--- src/rtl/octave_step_fsm.sv ---
// Octave selector: synchronised up/down buttons with edge detect, auto-repeat
// and wrap or saturate range, driving a binary index and a one-hot select.
module octave_step_fsm #(
   parameter int NUM_OCT       = 3,
   parameter int RESET_OCT     = 0,
   parameter int WRAP          = 1,
   parameter int REPEAT_CYCLES = 1000,
   localparam int OCT_W        = (NUM_OCT < 2) ? 1 : $clog2(NUM_OCT)
) (
   input  logic               clk,
   input  logic               nrst,
   input  logic               oct_down,
   input  logic               oct_up,
   output logic [OCT_W-1:0]   oct_sel,
   output logic [NUM_OCT-1:0] oct_onehot,
   output logic               oct_changed,
   output logic               at_min,
   output logic               at_max
);

   typedef enum logic [1:0] {
      ST_IDLE,
      ST_HOLD_DN,
      ST_HOLD_UP,
      ST_BOTH
   } state_t;

   localparam int                 CNT_W      = (REPEAT_CYCLES > 0) ? $clog2(REPEAT_CYCLES + 1) : 1;
   localparam logic [CNT_W-1:0]   CNT_MAX    = CNT_W'(REPEAT_CYCLES);
   localparam logic [OCT_W-1:0]   SEL_RST    = OCT_W'(RESET_OCT);
   localparam logic [OCT_W-1:0]   SEL_TOP    = OCT_W'(NUM_OCT - 1);
   localparam logic [NUM_OCT-1:0] ONEHOT_ONE = NUM_OCT'(1);
   localparam logic [NUM_OCT-1:0] ONEHOT_RST = ONEHOT_ONE << RESET_OCT;

   logic dn_s1_q, dn_s1_d, dn_s2_q, dn_s2_d, dn_p_q, dn_p_d;
   logic up_s1_q, up_s1_d, up_s2_q, up_s2_d, up_p_q, up_p_d;
   logic dn_arm_q, dn_arm_d, up_arm_q, up_arm_d;
   logic vld1_q, vld1_d, vld2_q, vld2_d;
   logic edge_dn, edge_up;

   state_t             state_q, state_d;
   logic [CNT_W-1:0]   cnt_q, cnt_d;
   logic               step_dn, step_up;

   logic [OCT_W-1:0]   oct_sel_q, oct_sel_d;
   logic [NUM_OCT-1:0] oct_onehot_q, oct_onehot_d;
   logic               oct_changed_q, oct_changed_d;
   logic               at_min_q, at_min_d;
   logic               at_max_q, at_max_d;

   // A button only arms once a genuine low level has passed the synchroniser
   // after reset, so a press held through reset never produces a step.
   always_comb begin
      dn_s1_d  = oct_down;
      dn_s2_d  = dn_s1_q;
      dn_p_d   = dn_s2_q;
      up_s1_d  = oct_up;
      up_s2_d  = up_s1_q;
      up_p_d   = up_s2_q;
      vld1_d   = 1'b1;
      vld2_d   = vld1_q;
      dn_arm_d = dn_arm_q | (vld2_q & ~dn_s2_q);
      up_arm_d = up_arm_q | (vld2_q & ~up_s2_q);
      edge_dn  = dn_s2_q & ~dn_p_q & dn_arm_q;
      edge_up  = up_s2_q & ~up_p_q & up_arm_q;
   end

   // state_q always classifies the current s2 levels, so it is built from s1.
   always_comb begin
      state_d = ST_IDLE;
      case ({dn_s1_q, up_s1_q})
         2'b10:   state_d = ST_HOLD_DN;
         2'b01:   state_d = ST_HOLD_UP;
         2'b11:   state_d = ST_BOTH;
         default: state_d = ST_IDLE;
      endcase

      cnt_d   = '0;
      step_dn = 1'b0;
      step_up = 1'b0;
      case (state_q)
         ST_HOLD_DN: begin
            if (edge_dn) begin
               step_dn = 1'b1;
            end else if (dn_arm_q && (REPEAT_CYCLES > 0)) begin
               if (cnt_q == CNT_MAX) step_dn = 1'b1;
               else                  cnt_d   = cnt_q + CNT_W'(1);
            end
         end
         ST_HOLD_UP: begin
            if (edge_up) begin
               step_up = 1'b1;
            end else if (up_arm_q && (REPEAT_CYCLES > 0)) begin
               if (cnt_q == CNT_MAX) step_up = 1'b1;
               else                  cnt_d   = cnt_q + CNT_W'(1);
            end
         end
         default: begin
            cnt_d = '0;
         end
      endcase
   end

   always_comb begin
      oct_sel_d = oct_sel_q;
      if (int'(oct_sel_q) > NUM_OCT - 1) begin
         oct_sel_d = SEL_RST;
      end else if (step_dn) begin
         if (oct_sel_q == SEL_TOP) oct_sel_d = (WRAP != 0) ? '0 : oct_sel_q;
         else                      oct_sel_d = oct_sel_q + OCT_W'(1);
      end else if (step_up) begin
         if (oct_sel_q == '0) oct_sel_d = (WRAP != 0) ? SEL_TOP : oct_sel_q;
         else                 oct_sel_d = oct_sel_q - OCT_W'(1);
      end
      oct_changed_d = (oct_sel_d != oct_sel_q);
      oct_onehot_d  = ONEHOT_ONE << oct_sel_d;
      at_min_d      = (oct_sel_d == '0);
      at_max_d      = (oct_sel_d == SEL_TOP);
   end

   always_ff @(posedge clk or negedge nrst) begin
      if (!nrst) begin
         dn_s1_q       <= 1'b0;
         dn_s2_q       <= 1'b0;
         dn_p_q        <= 1'b0;
         up_s1_q       <= 1'b0;
         up_s2_q       <= 1'b0;
         up_p_q        <= 1'b0;
         dn_arm_q      <= 1'b0;
         up_arm_q      <= 1'b0;
         vld1_q        <= 1'b0;
         vld2_q        <= 1'b0;
         state_q       <= ST_IDLE;
         cnt_q         <= '0;
         oct_sel_q     <= SEL_RST;
         oct_onehot_q  <= ONEHOT_RST;
         oct_changed_q <= 1'b0;
         at_min_q      <= (RESET_OCT == 0);
         at_max_q      <= (RESET_OCT == NUM_OCT - 1);
      end else begin
         dn_s1_q       <= dn_s1_d;
         dn_s2_q       <= dn_s2_d;
         dn_p_q        <= dn_p_d;
         up_s1_q       <= up_s1_d;
         up_s2_q       <= up_s2_d;
         up_p_q        <= up_p_d;
         dn_arm_q      <= dn_arm_d;
         up_arm_q      <= up_arm_d;
         vld1_q        <= vld1_d;
         vld2_q        <= vld2_d;
         state_q       <= state_d;
         cnt_q         <= cnt_d;
         oct_sel_q     <= oct_sel_d;
         oct_onehot_q  <= oct_onehot_d;
         oct_changed_q <= oct_changed_d;
         at_min_q      <= at_min_d;
         at_max_q      <= at_max_d;
      end
   end

   assign oct_sel     = oct_sel_q;
   assign oct_onehot  = oct_onehot_q;
   assign oct_changed = oct_changed_q;
   assign at_min      = at_min_q;
   assign at_max      = at_max_q;

endmodule

--- config.mk ---
export PLATFORM = sky130hd
export DESIGN_NAME = octave_step_fsm
export DESIGN_NICKNAME = d
export VERILOG_FILES = /design/src/rtl/octave_step_fsm.sv
export SDC_FILE = /design/constraint.sdc
export NUM_CORES = 1
export LEC_CHECK = 0
export BUFFER_PORTS_ARGS = -buffer_cell sky130_fd_sc_hd__buf_4
export CAP_MARGIN = 20
export CORE_MARGIN = 5
export CORE_UTILIZATION = 55
export CTS_BUF_LIST = sky130_fd_sc_hd__clkbuf_4 sky130_fd_sc_hd__clkbuf_8
export CTS_CLUSTER_SIZE = 8
export DETAILED_ROUTE_END_ITERATION = 7
export PLACE_DENSITY = 0.77
export SETUP_SLACK_MARGIN = 0.3
export SLEW_MARGIN = 30
export SYNTH_ARGS = -nofsm -noshare
export SYNTH_HDL_FRONTEND = slang
export SYNTH_SLANG_ARGS = --single-unit
--- constraint.sdc ---
create_clock -name clk -period 3 [get_ports clk]
set_input_delay 0.15 -clock clk [delete_from_list [all_inputs] [get_ports clk]]
set_output_delay 0.15 -clock clk [all_outputs]
set_load 0.01 [all_outputs]
After elaboration in Yosys (flattened, before gate mapping)
Index checks and enable logic that the tools add are counted.
Cells by class
  shift-type cells: 1
  eq/ne operators: 9
  add/sub/neg operators: 3
  bitwise logic cells: 12
  multiplexer cells: 19
  reductions and logical operators: 2
  magnitude comparators: 1
Operator list (number)
  10-bit two-way mux: 5
  10-bit case mux with 2 select lines: 1
  10-bit by 1-bit adder with 10-bit output (second input constant): 1
  10-bit equality test (second input constant): 1
  2-bit equality test (second input constant): 5
  2-bit two-way mux: 5
  1-bit two-way mux: 7
  1-bit AND: 6
  2-bit case mux with 3 select lines: 1
  2-bit by 1-bit equality test with 1-bit output (second input constant): 2
  2-bit zero test: 2
  1-bit NOT: 4
  1-bit by 2-bit left shift with 3-bit output (first input constant): 1
  2-bit by 1-bit adder with 2-bit output (second input constant): 1
  2-bit greater-than comparator (second input constant): 1
  2-bit inequality test: 1
  1-bit OR: 2
  2-bit by 1-bit subtractor with 2-bit output (second input constant): 1
Word-level totals
  output and inout bits: 8
  flip-flop bits (word level): 30

Longest topological paths before layout
  word-level depth: 9
  depth in mapped cells: 7
  depth with buffers taken out: 7

Least setup slack after synthesis
No wires, ideal clock.
  kind: flip-flop to flip-flop
  start: reg cnt_q[0]
  end: reg at_max_q, in the netlist at_max
  arrival time: 1.639 ns
  slack: 1.262 ns
  clock period less this slack: 1.738 ns
  data required time: 2.901 ns
  cell stages (with the launch flop): 8
  path buffers: 0
  cells stage by stage: dfrtp_1 -> inv_1 -> ha_1 -> and4bb_4 -> a31oi_4 -> nor2_4 -> or3_1 -> a311oi_1
On the way
  longest elaborated chain between the ends: 9
  elaborated cells on any way between the ends: 12
  classes of those cells: eq/ne: 2; mux: 10
RTL lines
  start, declared: line 42  | logic [CNT_W-1:0] cnt_q, cnt_d;
  start signal, assigned: line 152  | cnt_q <= cnt_d;
  10-bit equality test (*): line 86, 94
  1-bit two-way mux (*): line 86, 94
  1-bit two-way mux: line 93  | end else if (up_arm_q && (REPEAT_CYCLES > 0)) begin
  1-bit two-way mux: line 91  | if (edge_up) begin
  1-bit two-way mux: line 81  | case (state_q)
  2-bit two-way mux: line 111  | end else if (step_up) begin
  2-bit two-way mux (*): line 108  | end else if (step_dn) begin
  2-bit two-way mux (*): line 106  | if (int'(oct_sel_q) > NUM_OCT - 1) begin
  2-bit equality test (*): line 118  | at_max_d = (oct_sel_d == SEL_TOP);
  named net at_max_d: line 49  | logic at_max_q, at_max_d;
  end signal, assigned: line 139  | at_max_q <= (RESET_OCT == NUM_OCT - 1);
  end signal, assigned: line 157  | at_max_q <= at_max_d;
  end, declared: line 49
The timed path passes the listed nets; every way through them passes the cells marked *.

Worst setup path after layout
  start: reg cnt_q[0]
  end: reg oct_changed_q, in the netlist oct_changed
On the way
  longest elaborated chain between the ends: 9
  elaborated cells on any way between the ends: 12
  classes of those cells: eq/ne: 2; mux: 10
RTL lines
  10-bit equality test (*): line 86, 94
  1-bit two-way mux (*): line 86, 94
  1-bit two-way mux: line 93
  1-bit two-way mux: line 91
  1-bit two-way mux: line 81
  2-bit two-way mux: line 111
  2-bit two-way mux (*): line 108
  2-bit two-way mux (*): line 106
  2-bit inequality test (*): line 115  | oct_changed_d = (oct_sel_d != oct_sel_q);
  named net oct_changed_d: line 47  | logic oct_changed_q, oct_changed_d;
  end signal, assigned: line 155  | oct_changed_q <= oct_changed_d;
  end, declared: line 47
Marked as above.

==> reports/qor.csv <==
metric,value,unit
status,completed,
hold_buffers,3,
yosysTopAreaCellShare,49.54,%
ant_nets,0,
grt_pass1_wl,3933,µm
synth-edff-count,0,
synth.avg_cell_area,10.57,µm²
nets,155,
cts_buffers,3,
setup_viol,0,
syn_nets,141,
grt_use_total,14.54,%
path_max_fanout,5,
postSynth.asyncResetShare,100.0,%
worstPathRequired,3.24,ns
critPathLaunchType,register,
max_stage_delay,0.45,ns
finClkSkew,0.004803,ns
holdCritPathClass,input pin to async pin,
area_growth_syn_to_layout,11.74,%
synth-xor-area-share,4.495,%
synth_commonest_cells,"dfrtp_1 (27), inv_1 (13), nor2_1 (12)",
die_area,0.003575,mm²
rows,18,
finish.instance_area,0.001524,mm²
crit_slowest_cell,dfrtp_1,
start_util,56.07,%
drcViolationCount,0,
pre_cts_ws,1.170,ns
period_share,62.09,%
synth_top_family_by_area,simple AND/OR/NAND/NOR gates,
grt_pass1_vias,931,
globalplace.congestion,0.8697,
post_cts_buffers,0,
cpLargestDelayFamily,simple AND/OR/NAND/NOR gates,
hpwl,1674,µm
synthCells,129,
placed_area,0.001458,mm²
cts_resized,0,
critPathKind,register to register,
synth-compound-area-share,13.94,%
drive_gt1_share,16.20,%
yosys_warnings,0,
yosys.area.top_type,dfrtp_1,
path_cells,inv_1 -> ha_1 -> and4bb_4 -> a31oi_2 -> or2_4 -> or3_1 -> o2111ai_1,
grt-ovfl-total,0,
via_per_inst,5.593,
fill_cells,193,
dr_total_vias,962,
coreArea,0.002432,mm²
clk_pin_slew,0.14,ns
synth_fa_ha_area_share,7.339,%
critPathBufInv,1,
clk_latency,0.32,ns
cts_sinks,28,
mappedNetlistArea,0.001364,mm²
timing.hold.ws,0.2576,ns
io_buffer_count,11,
h-tree-depth,1,
root_buffer,clkbuf_4,
ys_seq_area_share,51.47,%
power.density,674.7,mW/mm²
synth-seq-cells,28,
peakVddDrop,0.0004319,V
synthDistinctLibCells,37,
ios,12,
period_minus_slack,1.863,ns
maxSlewViolCount,0,
synth.mux.area_fraction,0.7339,%
drt_iter0_markers,17,
max_freq,0.5369,GHz
yosys.area_share.simple,16.24,%
synthFlopType,dfrtp_1,
cp-end-kind,register,
synth_area_leaders,"dfrtp_1 (50%), ha_1 (7.3%), inv_1 (3.6%)",
dieHeight,59.80,µm
cts_tree,built,
antenna_found_initial,0,
setup_tns,0,ns
rsz0062_at_grt,false,
die_w,59.80,µm
finalHoldViolations,0,
arrival,2.11,ns
fin_ws,1.137,ns
yosysMostFrequentCell,dfrtp_1,
wl_per_cell,13.18,µm
cts_max_path_buffers,2,
firstDrtPassIters,4,
p_leak,0.6715,nW
drv_cap,0,
diodes,0,
final_util,62.65,%
grt_max_degree,29,
routed_wl,2267,µm
[final timing paths]
path                       startpoint       endpoint  slack [ns]  depth (start not counted)
setup / recovery             cnt_q[0]    oct_changed        1.14                          7
setup reg to reg             cnt_q[0]    oct_changed        1.14                          7
max in group asynchronous        nrst  oct_onehot[0]        2.44                          2
hold reg to reg               up_s1_q     state_q[1]        0.39                          0
min in group clk              up_s1_q     state_q[1]        0.39                          0
hold / removal                   nrst     oct_sel[1]        0.26                          2
[cell type report]
class | count | area [µm²] | area share (%)
sequential | 28 | 701.9 | 46.06
timing repair buffer | 14 | 112.6 | 7.389
inverter | 13 | 48.80 | 3.202
tap | 30 | 37.54 | 2.463
clock buffer | 4 | 36.28 | 2.381
multi-input combinational | 83 | 586.8 | 38.51
[flip-flops by register name, indices dropped and copies added, names as in the netlist, 2 cells and up]
name and flops:
oct_onehot 2, state_q 2, oct_sel 2, cnt_q 10
[power by group]
group	leakage [nW]	switching [W]	internal, W
logic	0.302	0.000209	0.000171
clock network	0.0210	0.000105	0.0000742
registers	0.349	0.0000412	0.000428
total	0.671	0.000355	0.000674
[placed cells by master, fill, tap and decap left out, types with 4 or more instances in the layout]
cell type and n:
xor2_1 4, nor3_1 4, dfrtp_1 27, nand3_1 6, o21ai_0 7, ha_1 8, nor2_1 12, inv_1 13
nand2_1 6, buf_4 11
[logic make-up after synthesis]
logic type	Yosys count
adders and majority gates	8
other	1
AOI/OAI and AO/OA	25
and+or+nand+nor	41
xor gates and xnor gates	7
buffers and inverters	18
DFF	28
muxes	1
[per-stage QoR]
stage | instances | total power, W
after floorplan | 129 | 0.0007233
after global routing | 172 | 0.001095
after CTS | 172 | 0.001040
after detailed placement | 165 | 0.0008568
after global placement | 165 | 0.0008384
final | 172 | 0.001028
[metal layers]
layer | routed length [µm] | GRT usage, % | vias up | part of all wire, %
met4 | 37 | 7.911 | 0 | 1.6
met2 | 1171 | 26.39 | 20 | 52
met1 | 960 | 15.75 | 470 | 42
met3 | 97 | 2.592 | 4 | 4.3
met5 | 0 | 0 | - | 0
li1 | - | - | 468 | -
(Power assumes the default switching activity.)
